File: src/rtl/cpu_pkg.sv
// Shared CPU definitions: next-PC source encodings and default PC vectors.
package cpu_pkg;

  typedef enum logic [2:0] {
    SelSeq    = 3'd0,
    SelBranch = 3'd1,
    SelJump   = 3'd2,
    SelJr     = 3'd3,
    SelEret   = 3'd4
  } sel_e;

  localparam logic [31:0] RESET_VEC_DEF = 32'h0040_0000;
  localparam logic [31:0] EXC_VEC_DEF   = 32'h0040_0004;

  // Encodings 5-7 alias to SEQ, so only 1..4 redirect the PC.
  function automatic logic is_redirect(input logic [2:0] sel);
    logic r;
    r = 1'b0;
    case (sel)
      SelBranch, SelJump, SelJr, SelEret: r = 1'b1;
      default:                            r = 1'b0;
    endcase
    return r;
  endfunction

endpackage

File: src/rtl/npc_calc.sv
// Combinational next-PC target generation for the PC unit.
module npc_calc
  import cpu_pkg::*;
#(
  parameter int unsigned WIDTH = 32,
  parameter int unsigned STEP  = 4
) (
  input  logic [WIDTH-1:0] pc,
  input  logic [2:0]       sel,
  input  logic [15:0]      imm16,
  input  logic [25:0]      jidx,
  input  logic [WIDTH-1:0] rs_val,
  input  logic [WIDTH-1:0] epc,
  output logic [WIDTH-1:0] npc,
  output logic [WIDTH-1:0] target,
  output logic             misalign
);

  logic [WIDTH-1:0] br_off;

  assign npc      = pc + WIDTH'(STEP);
  // Word offset, sign-extended and scaled to bytes.
  assign br_off   = {{(WIDTH-18){imm16[15]}}, imm16, 2'b00};
  assign misalign = (sel == SelJr) && (rs_val[1:0] != 2'b00);

  always_comb begin
    target = npc;
    case (sel)
      SelBranch: target = npc + br_off;
      SelJump:   target = {npc[WIDTH-1:28], jidx, 2'b00};
      SelJr:     target = rs_val;
      SelEret:   target = epc;
      default:   target = npc;
    endcase
  end

endmodule

File: src/rtl/pc_unit.sv
// Program counter with exception PC and a one-entry redirect buffer that holds
// redirects requested while the multi-cycle control unit stalls the PC.
module pc_unit
  import cpu_pkg::*;
#(
  parameter int unsigned WIDTH     = 32,
  parameter logic [31:0] RESET_VEC = RESET_VEC_DEF,
  parameter logic [31:0] EXC_VEC   = EXC_VEC_DEF,
  parameter int unsigned STEP      = 4
) (
  input  logic             clk,
  input  logic             rst,
  input  logic             pc_we,
  input  logic [2:0]       sel,
  input  logic [15:0]      imm16,
  input  logic [25:0]      jidx,
  input  logic [WIDTH-1:0] rs_val,
  input  logic             exc_req,
  output logic [WIDTH-1:0] pc,
  output logic [WIDTH-1:0] npc,
  output logic [WIDTH-1:0] epc,
  output logic             pend,
  output logic             misalign
);

  logic [WIDTH-1:0] pc_q, pc_d;
  logic [WIDTH-1:0] epc_q, epc_d;
  logic [WIDTH-1:0] buf_q, buf_d;
  logic             pend_q, pend_d;
  logic [WIDTH-1:0] target;

  npc_calc #(
    .WIDTH (WIDTH),
    .STEP  (STEP)
  ) u_npc_calc (
    .pc       (pc_q),
    .sel      (sel),
    .imm16    (imm16),
    .jidx     (jidx),
    .rs_val   (rs_val),
    .epc      (epc_q),
    .npc      (npc),
    .target   (target),
    .misalign (misalign)
  );

  always_comb begin
    pc_d   = pc_q;
    epc_d  = epc_q;
    buf_d  = buf_q;
    pend_d = pend_q;
    if (pc_we) begin
      if (exc_req || misalign) begin
        pc_d   = WIDTH'(EXC_VEC);
        epc_d  = pc_q;
        pend_d = 1'b0;
      end else if (pend_q) begin
        pc_d   = buf_q;
        pend_d = 1'b0;
      end else begin
        pc_d = target;
      end
    end else if (is_redirect(sel) && !misalign) begin
      // Newest stalled redirect overwrites any earlier one.
      buf_d  = target;
      pend_d = 1'b1;
    end
  end

  always_ff @(posedge clk) begin
    if (rst) begin
      pc_q   <= WIDTH'(RESET_VEC);
      epc_q  <= '0;
      buf_q  <= '0;
      pend_q <= 1'b0;
    end else begin
      pc_q   <= pc_d;
      epc_q  <= epc_d;
      buf_q  <= buf_d;
      pend_q <= pend_d;
    end
  end

  assign pc   = pc_q;
  assign epc  = epc_q;
  assign pend = pend_q;

endmodule

File: config.mk
export PLATFORM = sky130hd
export DESIGN_NAME = pc_unit
export DESIGN_NICKNAME = d
export VERILOG_FILES = /design/src/rtl/cpu_pkg.sv /design/src/rtl/npc_calc.sv /design/src/rtl/pc_unit.sv
export SDC_FILE = /design/constraint.sdc
export NUM_CORES = 1
export LEC_CHECK = 0
export ABC_AREA = 1
export ABC_CLOCK_PERIOD_IN_PS = 7200
export BUFFER_PORTS_ARGS = -buffer_cell sky130_fd_sc_hd__buf_2
export CORE_AREA = 3 3 131 164
export DETAILED_ROUTE_END_ITERATION = 8
export DIE_AREA = 0 0 134 167
export PLACE_DENSITY_LB_ADDON = 0.05
export RECOVER_POWER = 50
export SYNTH_ARGS = -nofsm -noshare
export SYNTH_HDL_FRONTEND = slang
export SYNTH_HIERARCHICAL = 1
export SYNTH_SLANG_ARGS = --single-unit
export TNS_END_PERCENT = 50
File: constraint.sdc
create_clock -name clk -period 7.2 [get_ports clk]
set_input_delay 1.44 -clock clk [delete_from_list [all_inputs] [get_ports clk]]
set_output_delay 1.44 -clock clk [all_outputs]
set_load 0.005 [all_outputs]
**Yosys cells after proc, flatten, opt, wreduce, memory -nomap -nowiden**

Index checks and enable logic that the tools add are counted.

- Output and inout bits: 98
- Bits of input ports: 81
- Word-level logic and storage cells: 25
- Flip-flop bits (word level): 97

- Equality and inequality tests: 4
- Add/sub/neg operators: 2
- Reductions and logical operators: 9
- Bitwise logic cells: 1
- Multiplexer cells: 5

Operators by type and width:

| operator | count |
|---|---|
| 32-bit case mux with 4 select lines | 1 |
| 32-bit two-way mux | 2 |
| 32-bit by 3-bit adder with 32-bit output (second input constant) | 1 |
| 32-bit adder | 1 |
| 3-bit by 2-bit == test with 1-bit output (second input constant) | 2 |
| 2-bit AND reduction | 2 |
| 4-bit OR reduction | 1 |
| 3-bit by 1-bit == test with 1-bit output (second input constant) | 1 |
| 3-bit == test (second input constant) | 1 |
| 1-bit logical AND | 2 |
| 1-bit two-way mux | 2 |
| 2-bit nonzero test | 1 |
| 2-bit OR reduction | 1 |
| 1-bit logical NOT | 1 |
| 1-bit logical OR | 1 |
| 1-bit inverter | 1 |

**Logic depth before layout (Yosys ltp)**

Gate-level depths: netlist (run 1).

- Depth in word-level cells: 6
- Gate-level depth with buffers: 27
- Gate-level depth less buffers: 27

**Cells and area by module**

The synthesis (run 1) kept the hierarchy.

By module, submodules not included:

| module | cells each | area each (um^2) | instances | sequential area each (um^2) |
|---|---|---|---|---|
| npc_calc | 782 | 4088.9 | 1 | 0.0 |
| pc_unit | 523 | 3851.2 | 1 | 1941.9 |

**Least setup slack after synthesis (run 1)**

Ideal clock, no wire load.

- Path kind: input port to output port
- Start point: input sel[1]
- End point: output misalign
- Data required time: 5.760 ns
- Slack: 3.733 ns
- Path buffers: 1
- Data arrival time: 2.027 ns
- Stages: 3
- Cells stage by stage: buf_2 > nand2_1 > a21oi_1

- Word-level cells in the longest chain between the ends: 2

Ends and longest elaborated chain:

| element | RTL line | text |
|---|---|---|
| from (decl) | pc_unit.sv:14 | `input logic [2:0] sel,` |
| 3-bit by 2-bit == test with 1-bit output | npc_calc.sv:24 | `assign misalign = (sel == SelJr) && (rs_val[1:0] != 2'b00);` |
| 1-bit logical AND | npc_calc.sv:24 |  |
| to (decl) | pc_unit.sv:23 | `output logic misalign` |

Every way passes these cells.

**Worst setup path in the final report (run 1)**

- Start point: input sel[0]
- End point: register pc_q[3] (netlist: pc[3])

- Word-level cells in the longest chain between the ends: 4
- Elaborated cells on any way between the ends: 9
- Classes of those cells: eq/ne (4); mux (3); reduce/logical (2)

Ends and longest elaborated chain:

| element | RTL line | text |
|---|---|---|
| 3-bit == test (tied with other cells) | npc_calc.sv:28 | `case (sel)` |
| 32-bit case mux with 4 select lines (*) | npc_calc.sv:28 |  |
| via target[3] | pc_unit.sv:30 | `logic [WIDTH-1:0] target;` |
| 32-bit two-way mux (*) | pc_unit.sv:57 | `end else if (pend_q) begin` |
| 32-bit two-way mux (*) | pc_unit.sv:53 | `if (exc_req \|\| misalign) begin` |
| to (signal assigned) | pc_unit.sv:72 | `pc_q <= WIDTH'(RESET_VEC);` |
| to (signal assigned) | pc_unit.sv:77 | `pc_q <= pc_d;` |
| to (decl) | pc_unit.sv:26 | `logic [WIDTH-1:0] pc_q, pc_d;` |

Mark *: on every way through the listed nets, which the timed path passes. The rest lies on a longest branch.
A chain may end at the register's enable or synchronous reset.

==> flow_summary.json, run 1 <==
{
  "clockBufferDepth": 2,
  "clock_sinks": 97,
  "htreeDepth": 3,
  "clkTransAtPathRegs_ns": 0.07,
  "final_nets": 1565,
  "tightest_slew_ns": 2.276,
  "synth_cell_types": 55,
  "hp-class": "flop to flop",
  "synth_seq_cells": 97,
  "leakagePower_nw": 4.544,
  "yosys_most_used_dff": "dfxtp_1",
  "netlist_area_mm2": 0.007940,
  "netlist_instances": 1305,
  "yosysWarningCount": 6,
  "cp-end-kind": "flop",
  "track_usage": 0.2744,
  "antenna_found_initial": 0,
  "portBuffers": 178,
  "seq_area_frac_synth": 0.2446,
  "synthArstFlopShare": 0,
  "post_cts_buffers": 0,
  "final-setup-viol-count": 0,
  "outcome": "complete, but fails checks",
  "post-route-min-period_ns": 5.447,
  "post_drt_wl_per_cell_um": 18.41,
  "max_freq_mhz": 183.6,
  "drive_gt1_frac": 0.1558,
  "required_ns": 7.47,
  "cts_resized": 0,
  "avgSynthCellArea_um2": 6.084,
  "nFillCells": 2262,
  "final_antenna_net_count": 0,
  "worstPathMaxFanout": 27,
  "hold_violations": 0,
  "relSlewSlack": -0.5231,
  "regToRegSetupSlack_ns": 3.27,
  "grt_pass1_wl_mm": 48.05,
  "ir_worst_vdd_mv": 0.1313,
  "violations": "capacitance limit, slew limit",
  "maxCapViolCount": 1,
  "rsz0062_at_grt": "false",
  "diodes": 0,
  "cts-root-buf": "clkbuf_16",
  "synth_edf_count": 0,
  "post-route-period-util": 0.7565,
  "ctsHoldBuffers": 0,
  "clock_latency_ns": 0.34,
  "rows": 58,
  "die_x_um": 134,
  "die_h_um": 167,
  "area_delta_synth_final_pct": 15.66,
  "drc": 0,
  "grt_max_degree": 67,
  "grt_pass1_vias": 8449,
  "hpwl_mm": 24.46,
  "io_pins": 179,
  "grt-ovfl-total": 0,
  "worst-setup-path-type": "input port to flop",
  "drt-total-wl_mm": 31.68,
  "cts_tree": "built",
  "firstDrtPassIters": 7,
  "maxSlewViolCount": 28,
  "fin_skew_ns": 0.009930,
  "stdcell_count": 1721,
  "initial_core_util": 0.3950,
  "drt-initial-drc-count": 786,
  "worstPathArrival_ns": 5.71,
  "dp.cells": 1706,
  "cp-start-kind": "input port",
  "vias": 9081,
  "viasPerCell": 5.277,
  "core_mm2": 0.02010,
  "place_congestion": 0.9584,
  "cts_buffers": 9,
  "syn_nets": 1423,
  "die_area_mm2": 0.02238,
  "finalSetupTns_ns": 0,
  "pwr_density_cell_mw_per_mm2": 160.1
}
sequential cells by signal (all words and copies together), names as in the netlist:
name and count:
epc 32, pc 32, buf_q 32, pend 1
kinds of logic after synthesis:
logic type,share of synthesized area
buffers and inverters,0.1147
flip-flops,0.2446
AO/OA/AOI/OAI,0.1673
AND/OR/NAND/NOR,0.3902
XOR/XNOR,0.02395
adder cells (fa/ha/maj),0.05925
cells in the mapped netlist (11+ instances only):
cell type	count	area, um2
dfxtp_1	97	1942
nor2_1	176	660.6
nand2_1	340	1276
buf_2	23	115.1
a22o_1	13	113.9
ha_1	36	450.4
nand4_1	55	344.1
o21ai_1	29	145.1
a21oi_1	58	290.3
o22ai_1	13	81.33
nor2_2	11	68.82
clkbuf_1	19	71.32
inv_1	154	578.1
inv_2	17	63.81
nand3_1	63	315.3
xor2_1	15	131.4
o21ai_0	75	375.4
worst max-delay path, stage by stage:
cell	delay, ns
clkbuf_1	0.26
clkinv_1	0.14
nor2_1	0.10
clkbuf_1	0.52
clkinv_1	0.16
nor2_1	1.69
inv_2	0.30
o21ai_0	0.43
a221oi_1	0.12
nand2_1	0.14
inv_1	0.07
nand2_1	0.06
o21ai_0	0.08
o21ai_1	0.17
area by class of cell:
class | instances | area [um2] | share of cell area
flip-flops and latches | 97 | 1942 | 0.2114
inverters | 174 | 653.1 | 0.07112
clock buffers | 10 | 229.0 | 0.02493
clock inverters | 5 | 57.56 | 0.006267
multi-input cells | 981 | 5075 | 0.5526
well taps | 270 | 337.8 | 0.03678
repair buffers | 184 | 889.6 | 0.09687
routing by layer:
layer,share of wire,vias up,GRT usage
met5,0,-,0
met4,0.033,0,0.08635
met3,0.051,51,0.02236
met2,0.48,276,0.4713
met1,0.44,4212,0.3644
li1,-,4542,-
placed cells by master (no fill, tap or decap), types with 15 or more instances in the layout:
cell,Yosys,routed
buf_2,23,144
xor2_1,15,15
ha_1,36,36
clkbuf_1,19,35
nand2_1,340,342
inv_2,17,16
nand3_1,63,63
o21ai_0,75,80
nand4_1,55,55
a21oi_1,58,57
o21ai_1,29,24
dfxtp_1,97,97
nor2_1,176,181
inv_1,154,153
worst paths after layout:
| path | depth (start not counted) | from | to |
|---|---|---|---|
| worst max register to register | 18 | pc[3] | pc[30] |
| worst min-delay path | 2 | buf_q[9] | buf_q[9] |
| worst max-delay path | 14 | sel[0] | pc[3] |
| worst min register to register | 2 | buf_q[9] | buf_q[9] |
per-stage QoR:
stage          hold WS [ns]  utilization  worst slack (ns)  total power, mW  cell area, um2
6_report             0.4769       0.4569             1.753            1.471            9184
3_3_place_gp         0.4599       0.4468             2.909            1.006            8981
4_1_cts              0.4828       0.4610             2.912            1.479            9268
5_1_grt              0.5010       0.4569             1.406            1.548            9184
3_5_place_dp         0.4671       0.4468             2.895            1.008            8981
2_1_floorplan        0.4496            -             3.733           0.8612            7940
power breakdown:
| group | total (mW) | switching (mW) | internal, mW |
|---|---|---|---|
| clock | 0.473 | 0.206 | 0.267 |
| combinational | 0.388 | 0.253 | 0.136 |
| sequential | 0.609 | 0.0376 | 0.571 |
| total | 1.47 | 0.497 | 0.974 |
Power figures use the tool's default switching activity.
==> run 2, diff against run 1 <==
- ABC_CLOCK_PERIOD_IN_PS: 7200 -> 5050
- clock period: 7.2 -> 5.05 ns (I/O delays scaled with it)
==> run 2 against run 1 <==
Net effect:
- the run now ends clean
- critical path depth is the same
- register-to-register slack lost 2.1 ns
- final cell count grew 0.17%
- wire length grew 1.7%
- global-route usage grew 0.52 points
- clock skew shrank 0.0037 ns
- total power grew 41%
- sequential share of layout area is essentially flat
- clock power grew 36%
- count of clock-buffer cells in the layout grew 1
==> flow_summary.json, run 2 (synthesis gave the netlist of run 1 again) <==
{
  "outcome": "finished clean",
  "cp-end-kind": "flop",
  "grt_pass1_vias": 8703,
  "nFillCells": 2308,
  "seq_area_mm2": 0.001942,
  "max_freq_mhz": 257.5,
  "die_area_mm2": 0.02238,
  "multi_input_area_mm2": 0.005070,
  "worstPathArrival_ns": 4.08,
  "clock_sinks": 97,
  "portBuffers": 178,
  "cts_buffers": 9,
  "fin_skew_ns": 0.006190,
  "pwr_density_cell_mw_per_mm2": 225.8,
  "place_area_mm2": 0.008989,
  "area_delta_synth_final_pct": 15.62,
  "clkTransAtPathRegs_ns": 0.06,
  "final_antenna_net_count": 0,
  "drc": 0,
  "htreeDepth": 3,
  "diodes": 0,
  "final_common_cell": "nand2_1",
  "grt_pass1_wl_mm": 48.82,
  "reg2reg_depth": 18,
  "place_congestion": 0.9407,
  "worst-setup-path-type": "input port to flop",
  "rows": 58,
  "track_usage": 0.2796,
  "worstPathMaxFanout": 31,
  "viasPerCell": 5.354,
  "r2r_end": "pc[16]",
  "clock_latency_ns": 0.34,
  "firstDrtPassIters": 5,
  "hpwl_mm": 24.93,
  "drt-initial-drc-count": 927,
  "setup_ws_ns": 1.167,
  "final_nets": 1567,
  "initial_core_util": 0.3950,
  "final-setup-viol-count": 0,
  "maxSlewViolCount": 0,
  "post-route-min-period_ns": 3.883,
  "drt-total-wl_mm": 32.23,
  "post_drt_wl_per_cell_um": 18.70,
  "ctsHoldBuffers": 0,
  "min_to": "buf_q[19]",
  "leakagePower_nw": 4.553,
  "rsz0062_at_grt": "false",
  "cp-start-kind": "input port",
  "vias": 9230,
  "hold_violations": 0,
  "hp-start": "buf_q[19]",
  "grt-ovfl-total": 0,
  "tightest_slew_ns": 1.055,
  "worstHoldPathCells": 2,
  "core_mm2": 0.02010,
  "antenna_found_initial": 0,
  "finalSetupTns_ns": 0,
  "cts_resized": 0,
  "ir_worst_vdd_mv": 0.1818,
  "maxCapViolCount": 0,
  "regToRegSetupSlack_ns": 1.17,
  "relSlewSlack": 0.2969,
  "grt_max_degree": 64,
  "cts_tree": "built",
  "required_ns": 5.25,
  "r2r-start": "pc[2]",
  "final_area_mm2": 0.009180,
  "final_cell_mix": "342 x nand2_1, 180 x nor2_1, 154 x inv_1",
  "io_pins": 179,
  "pre_cts_slack_ns": 1.284,
  "drive_gt1_frac": 0.1561,
  "post_cts_buffers": 0,
  "crit_path_start": "sel[1]",
  "cts-root-buf": "clkbuf_16",
  "die_h_um": 167,
  "hp-class": "flop to flop",
  "die_x_um": 134,
  "clockBufferDepth": 2,
  "post-route-period-util": 0.7690
}
[run 2: cell types whose count changed in the layout (fill, tap and decap cells not counted), moves of 2 or more]
| cell | before | now |
|---|---|---|
| buf_4 | 5 | 8 |
| clkinvlp_4 | 3 | 1 |
| buf_2 | 144 | 139 |
| clkinv_1 | 5 | 3 |
| clkbuf_1 | 35 | 37 |
| clkinv_2 | 1 | 3 |
[run 2: per-layer routing]
layer / routed length, um / track usage
met1: 13670 / 0.3604
met2: 15540 / 0.4779
met3: 1872 / 0.03112
met4: 1156 / 0.1065
met5: 0 / 0
[run 2: worst max path at each step]
stage                endpoint  slack (ns)  cells after the start
floorplan              pc[31]        2.18                     23
global placement       pc[16]        1.28                     18
detailed placement     pc[22]        1.28                     14
CTS                    pc[16]        1.28                     18
global route        buf_q[16]        0.92                     18
finish                 pc[22]        1.17                     14
[run 2: metrics by stage]
stage                     hold slack [ns]    util  instances  total power, mW
after global routing               0.5004  0.4567       1724            2.185
after CTS                          0.4820  0.4608       1724            2.085
final                              0.4799  0.4567       1724            2.073
after global placement             0.4569  0.4472       1708            1.442
after detailed placement           0.4672  0.4472       1708            1.444
after floorplan                    0.4496       -       1305            1.228
[run 2: where the power goes]
part / internal, mW / switching (mW) / leakage (nW)
Combinational: 0.194 / 0.367 / 3.62
Sequential: 0.814 / 0.0534 / 0.795
Clock: 0.346 / 0.298 / 0.135
[run 2: final cells by class]
class / count / share of cell area
multi-input combinational: 981 / 0.5523
sequential: 97 / 0.2115
timing repair buffer: 186 / 0.09841
inverter: 174 / 0.07115
tap: 270 / 0.03680
clock buffer: 11 / 0.02644
clock inverter: 5 / 0.003407
[run 2: worst max-delay path, cell delays in order]
cell	delay [ns]
clkbuf_1	0.76
nand3_1	0.16
inv_1	0.09
buf_4	0.35
nor2_1	0.08
nand2_1	0.07
buf_4	0.26
inv_2	0.27
a211oi_1	0.53
a21oi_2	0.13
inv_1	0.09
nand2_1	0.05
o21ai_0	0.11
a31oi_1	0.10
==> run 3, diff against run 2 <==
- ABC_CLOCK_PERIOD_IN_PS: 5050 -> 3900
- clock period: 5.05 -> 3.9 ns (I/O delays scaled with it)
==> run 3 against run 2 <==
Net effect:
- the run now ends with capacitance limit, slew limit left
- register-to-register slack got worse by 0.95 ns
- total power increased by 33%
- critical path type is now flop to flop
- global-route usage increased by 0.89 points
- sequential power increased by 28%
- wire length increased by 3.8%
- worst hold slack improved by 0.0025 ns
- clock skew increased by 0.0046 ns
- utilization increased by 1.1 points
- critical path depth increased by 6
- non-clock buffer count increased by 31
- die area unchanged
- flip-flop and latch count unchanged
==> flow_summary.json, run 3 (synthesis gave the netlist of run 1 again) <==
{
  "worstPathMaxFanout": 8,
  "die_x_um": 134,
  "relSlewSlack": -0.2619,
  "final_common_cell": "nand2_1",
  "violations": "capacitance limit, slew limit",
  "area_delta_synth_final_pct": 18.42,
  "ctsHoldBuffers": 0,
  "maxSlewViolCount": 33,
  "max_freq_mhz": 271.7,
  "portBuffers": 178,
  "grt_pass1_wl_mm": 50.18,
  "track_usage": 0.2885,
  "firstDrtPassIters": 7,
  "post_cts_buffers": 0,
  "drt-initial-drc-count": 775,
  "die_h_um": 167,
  "fin_skew_ns": 0.01082,
  "worstPathArrival_ns": 3.90,
  "place_congestion": 0.9580,
  "place_area_mm2": 0.009221,
  "hpwl_mm": 25.93,
  "die_area_mm2": 0.02238,
  "final_cell_mix": "341 x nand2_1, 177 x nor2_1, 156 x inv_1",
  "rows": 58,
  "initial_core_util": 0.3950,
  "worst-setup-path-type": "flop to flop",
  "pwr_density_cell_mw_per_mm2": 293.2,
  "rsz0062_at_grt": "false",
  "clock_sinks": 97,
  "cts_buffers": 9,
  "post-route-period-util": 0.9438,
  "maxCapViolCount": 1,
  "finalSetupTns_ns": 0,
  "cp-end-kind": "flop",
  "cts_resized": 0,
  "required_ns": 4.12,
  "cts_tree": "built",
  "hp-class": "flop to flop",
  "final_area_mm2": 0.009403,
  "htreeDepth": 3,
  "post_drt_wl_per_cell_um": 19.05,
  "viasPerCell": 5.310,
  "outcome": "complete, but fails checks",
  "final-setup-viol-count": 0,
  "clock_latency_ns": 0.35,
  "io_pins": 179,
  "grt-ovfl-total": 0,
  "cts-root-buf": "clkbuf_16",
  "clockBufferDepth": 2,
  "drive_gt1_frac": 0.1724,
  "core_mm2": 0.02010,
  "grt_max_degree": 38,
  "drc": 0,
  "antenna_found_initial": 1,
  "final_antenna_net_count": 0,
  "ir_worst_vdd_mv": 0.2043,
  "clkTransAtPathRegs_ns": 0.08,
  "cp-start-kind": "flop",
  "vias": 9325,
  "drt-total-wl_mm": 33.46,
  "leakagePower_nw": 4.711,
  "post-route-min-period_ns": 3.681,
  "final_nets": 1598,
  "hold_violations": 0,
  "grt_pass1_vias": 8613,
  "tightest_slew_ns": 1.893
}
==> run 3: metal layers <==
metal	share of wire	routed length, um	GRT usage
met4	0.037	1229	0.1056
met2	0.46	15420	0.4665
met5	0	0	0
met3	0.060	2009	0.03414
met1	0.44	14800	0.3951
==> run 3: path summary, 6_finish.rpt <==
| check | startpoint | to | slack [ns] | depth (start not counted) |
|---|---|---|---|---|
| min reg2reg | buf_q[27] | buf_q[27] | 0.48 | 2 |
| max reg2reg | pc[4] | pc[30] | 0.22 | 20 |
| min | buf_q[27] | buf_q[27] | 0.48 | 2 |
| max | pc[4] | pc[30] | 0.22 | 20 |
==> run 3: area by class of cell <==
type | instances | area, um2
Antenna cell | 1 | 2.502
Clock buffer | 9 | 225.2
Clock inverter | 7 | 62.56
Fill cell | 2270 | 10700
Inverter | 174 | 653.1
Multi-Input combinational cell | 981 | 5077
Sequential cell | 97 | 1944
Tap cell | 270 | 337.8
Timing Repair Buffer | 217 | 1100
==> run 3: power by group <==
group / switching [mW] / leakage [nW] / internal, mW
clock: 0.436 / 0.143 / 0.446
combinational: 0.499 / 3.77 / 0.265
sequential: 0.0565 / 0.796 / 1.05
total: 0.992 / 4.71 / 1.76
==> run 3: worst max-delay path, stage by stage (launching register included) <==
cell	delay (ns)
dfxtp_2	0.43
nand3_1	0.21
nor2_4	0.23
nand2_1	0.17
nor2_1	0.14
xor2_1	0.37
ha_1	0.26
nand2_1	0.12
nor2_1	0.27
and2_1	0.20
nand2_1	0.05
nand3_1	0.22
nand3_1	0.15
nand2_1	0.10
nand2_1	0.05
nand3_1	0.06
nand3_1	0.06
inv_1	0.09
nand2_1	0.05
o21ai_0	0.18
o22ai_1	0.14
==> run 3: stage by stage <==
step                        util  instances  worst slack (ns)  total power [mW]  hold slack (ns)
after floorplan                -       1305             1.032             1.590           0.4496
final                     0.4678       1756            0.2191             2.757           0.4824
after global routing      0.4678       1756          0.005256             2.898           0.4951
after detailed placement  0.4587       1739            0.1486             1.890           0.4666
after global placement    0.4587       1739            0.1503             1.889           0.4601
after CTS                 0.4730       1755            0.1095             2.756           0.4839
